**src/rtl/fir_coef_loader.sv**
```systemverilog
// rtl/fir_coef_loader.sv - staged FIR coefficient loader with atomic commit and registered sample path
// Optional COEF_CHECKSUM_EN adds an 8th checksum beat that gates the commit.
module fir_coef_loader #(
  parameter int WIDTH   = 8,
  parameter int TIMEOUT = 255
) (
  input  logic             clk,
  input  logic             Rst_n,
  input  logic             cfg_start,
  input  logic             cfg_valid,
  input  logic [WIDTH-1:0] cfg_data,
  output logic             cfg_ready,
  input  logic             sample_valid,
  input  logic [WIDTH-1:0] sample_i,
  output logic [WIDTH-1:0] Data_o,
  output logic [WIDTH-1:0] B0,
  output logic [WIDTH-1:0] B1,
  output logic [WIDTH-1:0] B2,
  output logic [WIDTH-1:0] B3,
  output logic [WIDTH-1:0] B4,
  output logic [WIDTH-1:0] B5,
  output logic [WIDTH-1:0] B6,
  output logic             busy,
  output logic             load_done,
  output logic             load_err
);

  localparam int            TW   = $clog2(TIMEOUT + 1);
  localparam logic [TW-1:0] TMAX = TW'(TIMEOUT - 1);
`ifdef COEF_CHECKSUM_EN
  localparam logic [2:0]    LAST = 3'd7;
`else
  localparam logic [2:0]    LAST = 3'd6;
`endif

  typedef enum logic [1:0] {S_IDLE, S_LOAD, S_COMMIT} state_t;

  state_t          state_q;
  logic [2:0]      idx_q;
  logic [2:0]      idx_d;
  logic [TW-1:0]   timer_q;
  logic            cfg_ready_q;
  logic            load_done_q;
  logic            load_err_q;
  logic [WIDTH-1:0] data_q;
  logic [WIDTH-1:0] shadow_q [7];
  logic [WIDTH-1:0] coef_q   [7];
  logic            beat;
  logic            last_ok;

  // A restart pulse takes priority, so any beat in that cycle is dropped.
  assign beat  = cfg_valid & cfg_ready_q & (state_q == S_LOAD) & ~cfg_start;
  assign idx_d = (idx_q == LAST) ? idx_q : idx_q + 3'd1;

`ifdef COEF_CHECKSUM_EN
  logic [WIDTH-1:0] sum_d;
  always_comb begin
    sum_d = '0;
    for (int i = 0; i < 7; i++) sum_d = sum_d + shadow_q[i];
  end
  assign last_ok = (cfg_data == sum_d);
`else
  assign last_ok = 1'b1;
`endif

  always_ff @(posedge clk) begin
    if (!Rst_n) begin
      state_q     <= S_IDLE;
      idx_q       <= '0;
      timer_q     <= '0;
      cfg_ready_q <= 1'b0;
      load_done_q <= 1'b0;
      load_err_q  <= 1'b0;
      for (int i = 0; i < 7; i++) coef_q[i] <= '0;
    end else begin
      load_done_q <= 1'b0;
      load_err_q  <= 1'b0;
      case (state_q)
        S_IDLE: begin
          if (cfg_start) begin
            state_q     <= S_LOAD;
            idx_q       <= '0;
            timer_q     <= '0;
            cfg_ready_q <= 1'b1;
          end
        end
        S_LOAD: begin
          if (cfg_start) begin
            idx_q      <= '0;
            timer_q    <= '0;
            load_err_q <= 1'b1;
          end else if (beat) begin
            timer_q <= '0;
            if (idx_q == LAST) begin
              cfg_ready_q <= 1'b0;
              if (last_ok) begin
                state_q <= S_COMMIT;
              end else begin
                state_q    <= S_IDLE;
                load_err_q <= 1'b1;
              end
            end else begin
              idx_q <= idx_d;
            end
          end else if (timer_q == TMAX) begin
            state_q     <= S_IDLE;
            cfg_ready_q <= 1'b0;
            timer_q     <= '0;
            load_err_q  <= 1'b1;
          end else begin
            timer_q <= timer_q + 1'b1;
          end
        end
        S_COMMIT: begin
          for (int i = 0; i < 7; i++) coef_q[i] <= shadow_q[i];
          load_done_q <= 1'b1;
          state_q     <= S_IDLE;
        end
        default: state_q <= S_IDLE;
      endcase
    end
  end

  // Shadow taps are deliberately left out of reset; only a completed burst exposes them.
  always_ff @(posedge clk) begin
    if (Rst_n && beat && (idx_q != 3'd7)) shadow_q[idx_q] <= cfg_data;
  end

  always_ff @(posedge clk) begin
    if (!Rst_n) data_q <= '0;
    else        data_q <= sample_valid ? sample_i : '0;
  end

  assign cfg_ready = cfg_ready_q;
  assign busy      = (state_q != S_IDLE);
  assign load_done = load_done_q;
  assign load_err  = load_err_q;
  assign Data_o    = data_q;
  assign B0        = coef_q[0];
  assign B1        = coef_q[1];
  assign B2        = coef_q[2];
  assign B3        = coef_q[3];
  assign B4        = coef_q[4];
  assign B5        = coef_q[5];
  assign B6        = coef_q[6];

endmodule

```
**config.mk**
```make
export PLATFORM = sky130hd
export DESIGN_NAME = fir_coef_loader
export DESIGN_NICKNAME = d
export VERILOG_FILES = /design/src/rtl/fir_coef_loader.sv
export SDC_FILE = /design/constraint.sdc
export NUM_CORES = 1
export LEC_CHECK = 0
export CAP_MARGIN = 20
export CORE_MARGIN = 2
export CORE_UTILIZATION = 40
export CTS_CLUSTER_DIAMETER = 200
export DETAILED_ROUTE_END_ITERATION = 8
export PLACE_DENSITY = 0.66
export SYNTH_ARGS = -nofsm -noshare
export SYNTH_HDL_FRONTEND = slang
export SYNTH_SLANG_ARGS = --single-unit
```
**constraint.sdc**
```tcl
create_clock -name clk -period 4.7 [get_ports clk]
set_input_delay 1.41 -clock clk [delete_from_list [all_inputs] [get_ports clk]]
set_output_delay 1.41 -clock clk [all_outputs]
set_load 0.03 [all_outputs]
```
---- After elaboration in Yosys (flattened, before gate mapping) ----
Memories as Yosys holds them, arrays and structs flattened.
Index checks and enable logic that the tools add are counted.
storage, ports and cells
  RAM bits ................................ 112
  memories kept ........................... 2
  register bits ........................... 24
  word-level logic and storage cells ...... 82
  input bits .............................. 21
  output and inout bits ................... 68
cells by class
  bitwise operators ....................... 11
  $add $sub $neg .......................... 2
  equal/unequal tests ..................... 11
  mux-type cells .......................... 38
  reductions and logical operators ........ 11
memory list
  name      words  bits a word  read ports  clocked after memory_dff  wr ports  RTL line  text
  coef_q    7      8            7           0                         7         47        logic [WIDTH-1:0] coef_q [7];
  shadow_q  7      8            7           0                         1         46        logic [WIDTH-1:0] shadow_q [7];
operators by type and width
  cell                   number
  $mux W8                11
  $pmux W8 S2            1
  $mux W1                14
  $mux W3                4
  $mux W2                5
  $ne A3 B3 Y1 const B   3
  $add A8 B1 Y8 const B  1
  $eq A8 B8 Y1 const B   1
  $reduce_and A4 Y1      2
  $or A1 B1 Y1           7
  $ne A3 B2 Y1 const B   2
  $pmux W3 S2            1
  $reduce_and A2 Y1      3
  $reduce_and A5 Y1      1
  $ne A2 B2 Y1 const B   2
  $pmux W2 S2            1
  $reduce_bool A2 Y1     2
  $add A3 B1 Y3 const B  1
  $and A1 B1 Y1          3
  $eq A3 B3 Y1 const B   1
  $eq A2 B1 Y1 const B   1
  $eq A2 B2 Y1 const B   1
  $logic_and A1 B1 Y1    2
  $logic_not A2 Y1       1
  2 further kinds        2

---- Logic depth before layout (Yosys ltp) ----
Gate-level depths: netlist of run 1.
  word-level depth ........................ 7
  depth in mapped cells ................... 6
  depth with buffers taken out ............ 6

---- Worst setup path after synthesis of run 1 ----
OpenSTA, ideal clock, no wires.
  kind .................................... register to register
  from .................................... reg state_q[1]
  to ...................................... mem coef_q[0][0], enable pin
  cell stages (with the launch flop) ...... 3
  clock period less this slack ............ 5.029 ns
  library setup time ...................... 0.547 ns
  slack ................................... -0.329 ns
  data arrival time ....................... 4.482 ns
  buffers on the path ..................... 0
  required time ........................... 4.153 ns
  cell sequence ........................... dfxtp_1 inv_2 o21ai_0
RTL lines
  element                 RTL line  text
  start, declared         38        state_t state_q;
  start signal, assigned  68        state_q <= S_IDLE;
  start signal, assigned  81        state_q <= S_LOAD;
  start signal, assigned  97        state_q <= S_COMMIT;
  end, declared           47

---- Worst setup path after layout of run 1 ----
  from .................................... reg state_q[0]
  to ...................................... out busy
on the way
  word-level cells in the longest chain between the ends .. 1
ends and longest elaborated chain
  element             RTL line  text
  $reduce_bool A2 Y1  135       assign busy = (state_q != S_IDLE);
  end, declared       23        output logic busy,
Every way passes these cells.

==> run metrics, run 1 <==
Routed wire per std cell 15.1 um; Synth Register Bits 136; routed wire length 8.38 mm; mean area per synthesized cell 16.6 um^2; share of layout cells above drive strength 1 0.118; setup slack, reg-to-reg 2.56 ns; pins over their slew limit 0; CP max FO 11; area fraction in compound gates after synthesis 0.0266; WHS Path Cells 2; multiplexer area fraction after synthesis 0; total grt overflow 0; Worst Path Class, Setup flop to primary output; drt pass-1 iters 4; sequential power share 0.462; register area share after synthesis 0.786; power share of the combinational group 0.054; maxcap violations 0; predominant post-synthesis flop cell edfxtp_1; Resized cells post-CTS 0; clock root buffer clkbuf_16; final setup fails 0; # fillers 956; pin count of the biggest net entering global routing 50; Tcrit/Tclk final 0.713; crit path from state_q[0]$_SDFFE_PN0P_; number of synthesized flops with an enable pin 112; post-synth top area share 0.687; Mapped Cells 294; Synth top cells by count 112 x edfxtp_1, 58 x and2_1, 24 x dfxtp_1; std cell rows 40; largest cells by area after synthesis edfxtp_1 69%, dfxtp_1 9.8%, and2_1 7.4%; most frequent cell after synthesis edfxtp_1; max incr delay on CP 0.67 ns; # IOs 89; CTS tree done; Starting Density 0.409; Clock power frac 0.484; cell area after synthesis 4890 um^2; Hold WC Path Type flop to flop; Final Hold Violating Endpoints 0; Clock Path Buffers 2; Data arrival, critical path 1.94 ns; CTS Sinks 136; crit-path cells or2_2, clkdlybuf4s50_1; Fmax 298 MHz; crit end category primary output; RSZ-0062 raised after global routing no; chip height 115 um; Die W 115 um; Initial DRC Count 126; fin nets 420; clock skew 0.0121 ns; GRT Total Usage 0.133; DRC 0; n_diodes 0; GP Congestion 0.715; Max VDD drop 0.232 mV; cell taking the most area after synthesis edfxtp_1; clk_lat worst skew 0.41 ns; post-synthesis xor/xnor area fraction 0.0107; hold_buf cts 0; Critical R2R Capture shadow_q[3][5]$_DFFE_PP_; setup TNS 0 ns; crit start category flop; Post-CTS Setup Repair Bufs 0; Worst Setup EP busy; Final Util 0.549; min-delay src timer_q[0]$_SDFFE_PN0P_; R2R Path Start cfg_ready$_SDFFE_PN0P_; Vias 2582; worst r2r path cells 4; first-pass GRT wire length 12.8 mm; Worst-path clk slew 0.06 ns; Core Area 12000 um^2; Post-Synth Simple-Gate Area 0.148; Detail Route Antenna Nets 0; Cell Pwr Density 441 nW/um^2; Unique masters post-synth 39; number of global-route vias before repair 2491; yosys warns 0; vias per std cell 4.66; syn nets 320; switching share of power 0.196; outcome finished, final reports clean; Relative slew margins 0.480; Int Power 2330 uW; initial antenna violation count 0; Synth Area in Adders 0.0128; largest family of logic cells by synthesized area simple AND/OR/NAND/NOR gates; input/output buffers 88; die area 13100 um^2; CTS HTree Levels 4; Psw 568 uW; Tmin final 3.35 ns; Async SR Flop Fraction 0; slew at the pin closest to its max-slew limit 0.778 ns; Layout area overhead 34.1%; HPWL Detailed 5.61 mm; Worst path slowest cell clkdlybuf4s50_1; leak pwr 0.00238 uW; CTS Buf Count 17; Crit path required time 3.29 ns
-- worst max-delay path, delay by kind of cell (launching register included) --
kind	cells	cell delay, ns
buffers and inverters	1	0.67
DFF	1	0.66
and+or+nand+nor	1	0.20
-- stage by stage --
step | std cells | worst slack (ns) | cell area [um^2] | hold slack, ns | total power [uW]
after floorplan | 294 | 0.772 | 4890 | 0.458 | 1440
after global placement | 522 | 1.06 | 5930 | 0.475 | 1520
after detailed placement | 522 | 1.02 | 5930 | 0.484 | 1520
after CTS | 554 | 1.34 | 6560 | 0.493 | 2920
after global routing | 554 | 1.31 | 6560 | 0.539 | 2980
final | 554 | 1.35 | 6560 | 0.492 | 2890
-- registers in the layout, indices dropped and copies added, names as in the netlist --
| register | flops |
|---|---|
| idx_q | 3 |
| load_done | 1 |
| Data_o | 8 |
| cfg_ready | 1 |
| load_err | 1 |
| state_q | 2 |
| coef_q | 56 |
| shadow_q | 56 |
| timer_q | 8 |
-- cell families (layout without fill, tap and decap cells) --
logic type               Yosys count  count (layout)
AO/OA/AOI/OAI                     19              19
XOR/XNOR                           6               6
adder cells (fa/ha/maj)            5               5
buffers and inverters             14             127
flip-flops                       136             136
AND/OR/NAND/NOR                  114             114
-- how the worst min path moves through the flow --
| stage | slack (ns) | endpoint |
|---|---|---|
| after floorplan | 0.46 | timer_q[0]$_SDFFE_PN0P_ |
| after global placement | 0.48 | timer_q[0]$_SDFFE_PN0P_ |
| after detailed placement | 0.48 | timer_q[0]$_SDFFE_PN0P_ |
| after CTS | 0.49 | timer_q[0]$_SDFFE_PN0P_ |
| after global routing | 0.54 | coef_q[1][4]$_SDFFCE_PN0P_ |
| final | 0.49 | timer_q[0]$_SDFFE_PN0P_ |
-- power by group through the flow --
stage	clock (uW)	combinational [uW]	sequential, uW
finish	1400	156	1340
global route	1480	165	1340
CTS	1430	158	1340
detailed placement	0	158	1360
global placement	0	156	1360
floorplan	0	35.0	1410
-- layout make-up --
cell class              count  area, um^2  area share
clock buffers              18         429      0.0654
clock inverters            14         205      0.0313
inverters                   4        15.0     0.00229
multi-input cells         144         982       0.150
flip-flops and latches    136        3840       0.586
well taps                 147         184      0.0280
repair buffers             91         903       0.138
-- layout by cell type, fill, tap and decap left out, types with 3 or more instances in the layout --
master and instances:
nand3_1 5, nand4_1 6, clkbuf_16 17, bufinv_16 5, ha_1 5, a21oi_1 6, and2_1 58, edfxtp_1 112
inv_1 3, o21ai_1 4, clkinv_2 6, nand2_1 6, xor2_1 6, buf_4 3, dfxtp_1 24, and3_1 9
nor2_1 16, clkdlybuf4s50_1 88
-- routing by layer --
layer / part of all wire / up-vias / GRT usage / wire length, um
met1: 0.46 / 1231 / 0.164 / 3820
met3: 0.059 / 9 / 0.0556 / 494
met2: 0.48 / 75 / 0.209 / 4000
met4: 0.0078 / 0 / 0.0488 / 65
li1: - / 1267 / - / -
met5: 0 / - / 0 / 0
Note: power is estimated with default switching activity, not from simulation.
==> run 2, diff against run 1 <==
==> constraint.sdc (replaced) <==
create_clock -name clk -period 3 [get_ports clk]
set_input_delay 0.9 -clock clk [delete_from_list [all_inputs] [get_ports clk]]
set_output_delay 0.9 -clock clk [all_outputs]
set_load 0.03 [all_outputs]
==> run 2 against run 1 <==
  * Hold slack improved by 0.0032 ns
  * Critical path depth unchanged
  * Via count increased by 1.9%
  * Sequential share of layout area down 0.87 points
  * Sequential power up 57%
  * Utilization increased by 0.83 points
  * Non-clock buffer count rose by 8
  * First-iteration DRC count increased by 29%
  * Critical path type unchanged
  * Critical endpoint unchanged
==> run metrics, run 2 (same netlist as run 1, synthesis figures left out) <==
WHS Path Cells 2; Tcrit/Tclk final 0.945; Clock power frac 0.481; first-pass GRT wire length 13.7 mm; Hold WC Path Type flop to flop; Crit path required time 2.10 ns; input/output buffers 88; sequential power share 0.464; die area 13100 um^2; clk_lat worst skew 0.41 ns; power share of the combinational group 0.055; chip height 115 um; total grt overflow 0; Layout area overhead 36.2%; clock skew 0.00493 ns; leak pwr 0.00245 uW; CTS HTree Levels 4; maxcap violations 0; # IOs 89; most common cell after layout, fill and taps aside edfxtp_1; worst hold slack 0.495 ns; HPWL Detailed 5.62 mm; final setup fails 0; slew at the pin closest to its max-slew limit 0.542 ns; CP max FO 11; pins over their slew limit 0; Routed wire per std cell 15.2 um; setup TNS 0 ns; Psw 904 uW; n_diodes 0; Relative slew margins 0.638; Vias 2630; DRC 0; Int Power 3610 uW; Post-CTS Setup Repair Bufs 0; CTS tree done; Initial DRC Count 162; Resized cells post-CTS 0; Clock Path Buffers 2; Cell Pwr Density 678 nW/um^2; GRT Total Usage 0.141; Detail Route Antenna Nets 0; Tmin final 2.83 ns; share of layout cells above drive strength 1 0.137; RSZ-0062 raised after global routing no; crit end category primary output; worst r2r path cells 5; Worst Path Class, Setup flop to primary output; Data arrival, critical path 1.93 ns; most frequent cells in the layout 112 x edfxtp_1, 88 x clkdlybuf4s50_1, 58 x and2_1, 24 x dfxtp_1, 21 x clkbuf_16; Starting Density 0.409; Fmax 353 MHz; pin count of the biggest net entering global routing 57; initial antenna violation count 0; Final Util 0.557; CTS Sinks 136; Max VDD drop 0.258 mV; post-route cell area 6660 um^2; area taken by multi-input logic gates 982 um^2; hold_buf cts 0; clock root buffer clkbuf_16; routed wire length 8.53 mm; Seq. cell area 3840 um^2; # fillers 936; fin nets 428; Worst-path clk slew 0.06 ns; top flop regs coef_q x56, shadow_q x56; Final Hold Violating Endpoints 0; vias per std cell 4.68; switching share of power 0.200; std cell rows 40; outcome finished, final reports clean; placed inst area 6010 um^2; crit start category flop; number of global-route vias before repair 2602; Core Area 12000 um^2; Die W 115 um; drt pass-1 iters 6; CTS Buf Count 17; GP Congestion 0.717
## run 2: cell count changes in the layout (fill, tap and decap cells not counted)
cell / previous run / this run
buf_4: 3 / 9
bufinv_16: 5 / 1
clkbuf_16: 17 / 21
clkbuf_8: 0 / 4
clkinv_2: 6 / 2
inv_4: 0 / 3
buf_12: 0 / 2
clkinv_4: 2 / 0
clkbuf_1: 1 / 0
clkinvlp_4: 1 / 0
inv_6: 0 / 1
## run 2: worst paths after layout
path	startpoint	endpoint	slack (ns)
worst max-delay path	state_q[0]$_SDFFE_PN0P_	busy	0.17
worst min-delay path	timer_q[0]$_SDFFE_PN0P_	timer_q[0]$_SDFFE_PN0P_	0.49
worst max register to register	cfg_ready$_SDFFE_PN0P_	shadow_q[1][0]$_DFFE_PP_	1.09
worst min register to register	timer_q[0]$_SDFFE_PN0P_	timer_q[0]$_SDFFE_PN0P_	0.49
## run 2: stage by stage
step	setup WS, ns	total power (uW)	instances
after global placement	0.180	2380	530
after global routing	0.0783	4650	562
after floorplan	0.554	2260	294
after CTS	0.144	4560	562
final	0.165	4510	562
after detailed placement	0.143	2390	530
## run 2: metal layers
metal  up-vias  track usage  share of wire
li1       1281            -              -
met1      1264        0.177           0.44
met4         0       0.0634          0.014
met3         9       0.0476          0.051
met2        76        0.221           0.49
met5         -            0              0
## run 2: worst max-delay path: stages (launching register included)
cell and delay [ns]:
dfxtp_1 0.66, or2_2 0.20, clkdlybuf4s50_1 0.66
## run 2: final cells by class
| class | count | area share |
|---|---|---|
| well taps | 147 | 0.0276 |
| inverters | 4 | 0.00225 |
| repair buffers | 99 | 0.148 |
| multi-input cells | 144 | 0.147 |
| clock buffers | 25 | 0.0872 |
| flip-flops and latches | 136 | 0.577 |
| clock inverters | 7 | 0.0101 |
## run 2: power groups by stage
stage / Sequential (uW) / Combinational (uW) / Clock (uW)
after global placement: 2130 / 248 / 0
after floorplan: 2200 / 55.3 / 0
final: 2100 / 248 / 2170
after global routing: 2100 / 264 / 2290
after CTS: 2100 / 253 / 2210
after detailed placement: 2130 / 252 / 0
==> RTL change 1, RTL diff (settings of run 2) <==
`WIDTH`: 8 -> 12.
--- a/src/rtl/fir_coef_loader.sv
+++ b/src/rtl/fir_coef_loader.sv
@@ -2,5 +2,5 @@
 // Optional COEF_CHECKSUM_EN adds an 8th checksum beat that gates the commit.
 module fir_coef_loader #(
-  parameter int WIDTH   = 8,
+  parameter int WIDTH   = 12,
   parameter int TIMEOUT = 255
 ) (
Ports: changed (10 resized); port bits go from 89 to 129. The function was not compared with the original's and may differ.
==> RTL change 1 against run 2 <==
First-iteration DRC count grew 49%. Synthesized area increased by 39%. Critical path type unchanged. Sequential cell count grew 60. Largest power group is now registers. Global-route usage grew 0.93 points. Setup slack improved by 0.14 ns. Largest cell class unchanged. Routed wire length up 51%. Final cell count rose by 37%. Final area grew 37%. Power is 22% higher.
==> RTL change 1: results (changes against run 2) <==
[synth]
syn-num-nets=424  ; +33%
synth_cell_types=35  ; -10%
synth_edf_count=168  ; +50%
avgSynthCellArea_um2=17.4  ; +4.8%
seq_area_frac_synth=0.824  ; +0.0385
synth_commonest_cells=edfxtp_1, and2_1, dfxtp_1, and3_1, clkbuf_1
ys_top_cells_by_area=edfxtp_1, dfxtp_1, and2_1

[grt]
groute.usage.overall=0.150  ; +0.00934
grt_max_degree=74  ; +30%
first_global_vias=3527  ; +36%
grt_pass1_wl_um=20000  ; +46%

[placement]
dpl.hpwl_um=8570  ; +53%
placed_area_um2=8550  ; +42%
gp_congestion=0.800  ; +12%
dpl.cell_count=740  ; +40%
io_buffers=128  ; +45%
dp_slack_ns=0.00831  ; -0.135 ns

[finish]
fillCellCount=1324  ; +41%
stdcell_count=772  ; +37%
drive_gt1_frac=0.103  ; -0.0341
final_nets=573  ; +34%
diodes=0  ; unchanged

[pwr]
p_leak_nw=3.23  ; +32%
ir_drop_v=0.000403  ; +56%

[routing]
wl_per_cell_um=16.7  ; +10%
drt-initial-drc-count=241  ; +49%
vias=3604  ; +37%
first_pass_iters=4  ; -2

[worst_setup_path]
crit_slowest_cell=clkdlybuf4s50_1
crit_fanout=9  ; -2

[status]
outcome=finished clean

[timing]
worstMarginPinSlew_ns=0.823  ; +0.281 ns

[cts]
clk_latency_ns=0.43  ; +0.02 ns

RTL change 1: where the power goes:
part           internal (mW)  total [mW]  switching [mW]  leakage (nW)
sequential              3.00        3.03          0.0241          1.85
clock                   1.15        2.12           0.967         0.269
combinational          0.142       0.348           0.205          1.11
total                   4.30        5.50            1.20          3.23
RTL change 1: layout make-up:
type	instances	area, um^2	share of cell area
Multi-Input combinational cell	174	1150	0.126
Inverter	5	18.8	0.00206
Timing Repair Buffer	145	1500	0.164
Tap cell	220	275	0.0302
Sequential cell	196	5610	0.616
Clock buffer	18	429	0.0471
Clock inverter	14	128	0.0140
RTL change 1: worst paths after layout:
check / start / end / slack [ns] / cells past startpoint
max reg2reg: idx_q[1]$_SDFFE_PN0P_ / shadow_q[0][9]$_DFFE_PP_ / 0.57 / 7
min reg2reg: timer_q[0]$_SDFFE_PN0P_ / timer_q[0]$_SDFFE_PN0P_ / 0.50 / 2
max: state_q[0]$_SDFFE_PN0P_ / busy / 0.31 / 2
min: timer_q[0]$_SDFFE_PN0P_ / timer_q[0]$_SDFFE_PN0P_ / 0.50 / 2
RTL change 1: cell families after synthesis:
kind of cell / synth area share
compound gates: 0.0199
simple gates: 0.127
fa+ha+maj: 0.00920
buf+inv: 0.0120
xor+xnor: 0.00773
flops: 0.824
RTL change 1: worst max-delay path, delay by kind of cell, from the launching register on:
kind | cells | cell delay [ns]
buf+inv | 1 | 0.66
flops | 1 | 0.53
simple gates | 1 | 0.18
RTL change 1: layer usage:
layer / vias to the layer above / global-route usage / part of all wire
li1: 1716 / - / -
met1: 1752 / 0.202 / 0.46
met3: 10 / 0.0427 / 0.055
met4: 0 / 0.0509 / 0.0094
met2: 126 / 0.235 / 0.47
met5: - / 0 / 0
==> RTL change 2, RTL diff (config.mk and constraints of run 2) <==
Without the edit above. Reset style: asynchronous (`Rst_n`), changed in 2 clocked blocks.
--- a/src/rtl/fir_coef_loader.sv
+++ b/src/rtl/fir_coef_loader.sv
@@ -64,5 +64,5 @@
 `endif
 
-  always_ff @(posedge clk) begin
+  always_ff @(posedge clk or negedge Rst_n) begin
     if (!Rst_n) begin
       state_q     <= S_IDLE;
@@ -127,5 +127,5 @@
   end
 
-  always_ff @(posedge clk) begin
+  always_ff @(posedge clk or negedge Rst_n) begin
     if (!Rst_n) data_q <= '0;
     else        data_q <= sample_valid ? sample_i : '0;
Behaviour: differs if Rst_n is asserted again (counterexample within 4 cycles, from zero or initial values and one cycle with Rst_n low); with Rst_n held inactive, the same outputs for 10 cycles.
==> RTL change 2 against run 2 <==
Routed wire length increased by 11%. Sequential cell count unchanged. Worst hold slack got worse by 0.041 ns. Synthesized area increased by 1.0%. Final area decreased by 1.2%. Setup slack improved by 0.080 ns. Register-to-register slack got worse by 0.73 ns. Largest cell class unchanged.
Power is not compared: it rests on default switching activity, and its combinational part moved more than twofold at a synthesized area within 25%.
==> RTL change 2: results (changes against run 2) <==
[status]
outcome=finished clean

[placement]
gp_congestion=0.807  ; +13%
placed_area_um2=6040  ; +0.52%
dpl.hpwl_um=6290  ; +12%
dpl.cell_count=528  ; -0.38%

[timing]
relSlewSlack=0.478  ; -0.160
finClkSkew_ns=0.00453  ; -0.000403 ns

[synth]
synth_commonest_cells=dfrtp_1, edfxtp_1, mux2_2, mux2_1, nor2_1
syn-num-nets=319  ; -0.31%
synth_cell_types=34  ; -13%
synth_edf_count=56  ; -50%
postSynth.asyncResetShare=0.588  ; +0.588
seq_area_frac_synth=0.745  ; -0.0404

[grt]
met1_usage=0.214  ; +0.0370
grt_pass1_wl_um=15300  ; +12%
groute.usage.overall=0.156  ; +0.0158
grt_max_degree=63  ; +11%

[routing]
vias=2808  ; +6.8%
drt-initial-drc-count=239  ; +48%

[finish]
final_nets=426  ; -0.47%
stdcell_count=560  ; -0.36%
fillCellCount=953  ; +1.8%

[worst_setup_path]
cpPeakStageDelay_ns=0.60  ; -0.06 ns
crit_slowest_cell=clkdlybuf4s50_1
crit_fanout=14  ; +3

[worst_hold_path]
hold_depth=1  ; -1

-- RTL change 2: cell types whose count changed after synthesis, moves of 8 or more --
cell and delta:
dfxtp_1 -24, edfxtp_1 -56, dfrtp_1 +80, and3_1 -8
mux2_2 +33, mux2_1 +23, and2_1 -48
-- RTL change 2: final timing paths --
| check | startpoint | endpoint | slack [ns] |
|---|---|---|---|
| min in group asynchronous | Rst_n | B4[3]$_DFFE_PN0P_ | 0.49 |
| max in group asynchronous | Rst_n | B4[5]$_DFFE_PN0P_ | 1.45 |
| max reg2reg | idx_q[1]$_DFFE_PN0P_ | shadow_q[4][7]$_DFFE_PP_ | 0.36 |
| min | shadow_q[1][7]$_DFFE_PP_ | B1[7]$_DFFE_PN0P_ | 0.45 |
| min reg2reg | shadow_q[1][7]$_DFFE_PP_ | B1[7]$_DFFE_PN0P_ | 0.45 |
| max | state_q[1]$_DFFE_PN0P_ | busy | 0.24 |
-- RTL change 2: logic make-up (layout without fill, tap and decap cells) --
family                     count (synthesis)  in the layout  share of synthesized area
and+or+nand+nor                           57             57                     0.0638
AOI/OAI and AO/OA                         16             16                     0.0208
DFF                                      136            136                      0.745
adders and majority gates                  5              5                     0.0127
buffers and inverters                     15            135                     0.0149
xor gates and xnor gates                   5              5                    0.00886
muxes                                     59             59                      0.134
-- RTL change 2: power breakdown --
group / total (mW) / switching (mW) / internal [mW]
combinational: 0.120 / 0.0721 / 0.0476
clock: 1.87 / 0.745 / 1.13
sequential: 1.96 / 0.00739 / 1.95
-- RTL change 2: area by class of cell --
type | count | area, um^2 | share of cell area
Tap cell | 147 | 184 | 0.0279
Clock buffer | 19 | 433 | 0.0658
Multi-Input combinational cell | 142 | 1190 | 0.181
Timing Repair Buffer | 98 | 966 | 0.147
Clock inverter | 13 | 105 | 0.0160
Inverter | 5 | 18.8 | 0.00285
Sequential cell | 136 | 3680 | 0.560
-- RTL change 2: metrics by stage --
step           worst slack, ns  utilization  hold WS [ns]
3_5_place_dp            0.0663        0.503         0.449
6_report                 0.245        0.548         0.454
4_1_cts                  0.231        0.548         0.459
5_1_grt                  0.162        0.548         0.466
2_1_floorplan            0.523            -         0.439
3_3_place_gp            0.0628        0.503         0.445
-- RTL change 2: metal layers --
layer  wire length, um  vias to the layer above  part of all wire
met5                 0                        -                 0
met4                57                        0            0.0060
met3               594                        8             0.063
met2              4340                      100              0.46
met1              4510                     1421              0.47
li1                  -                     1279                 -
-- RTL change 2: worst max-delay path, delay by kind of cell, from the launching register on --
family        cells  cell delay (ns)
buf+inv           1             0.60
simple gates      1             0.34
flops             1             0.51
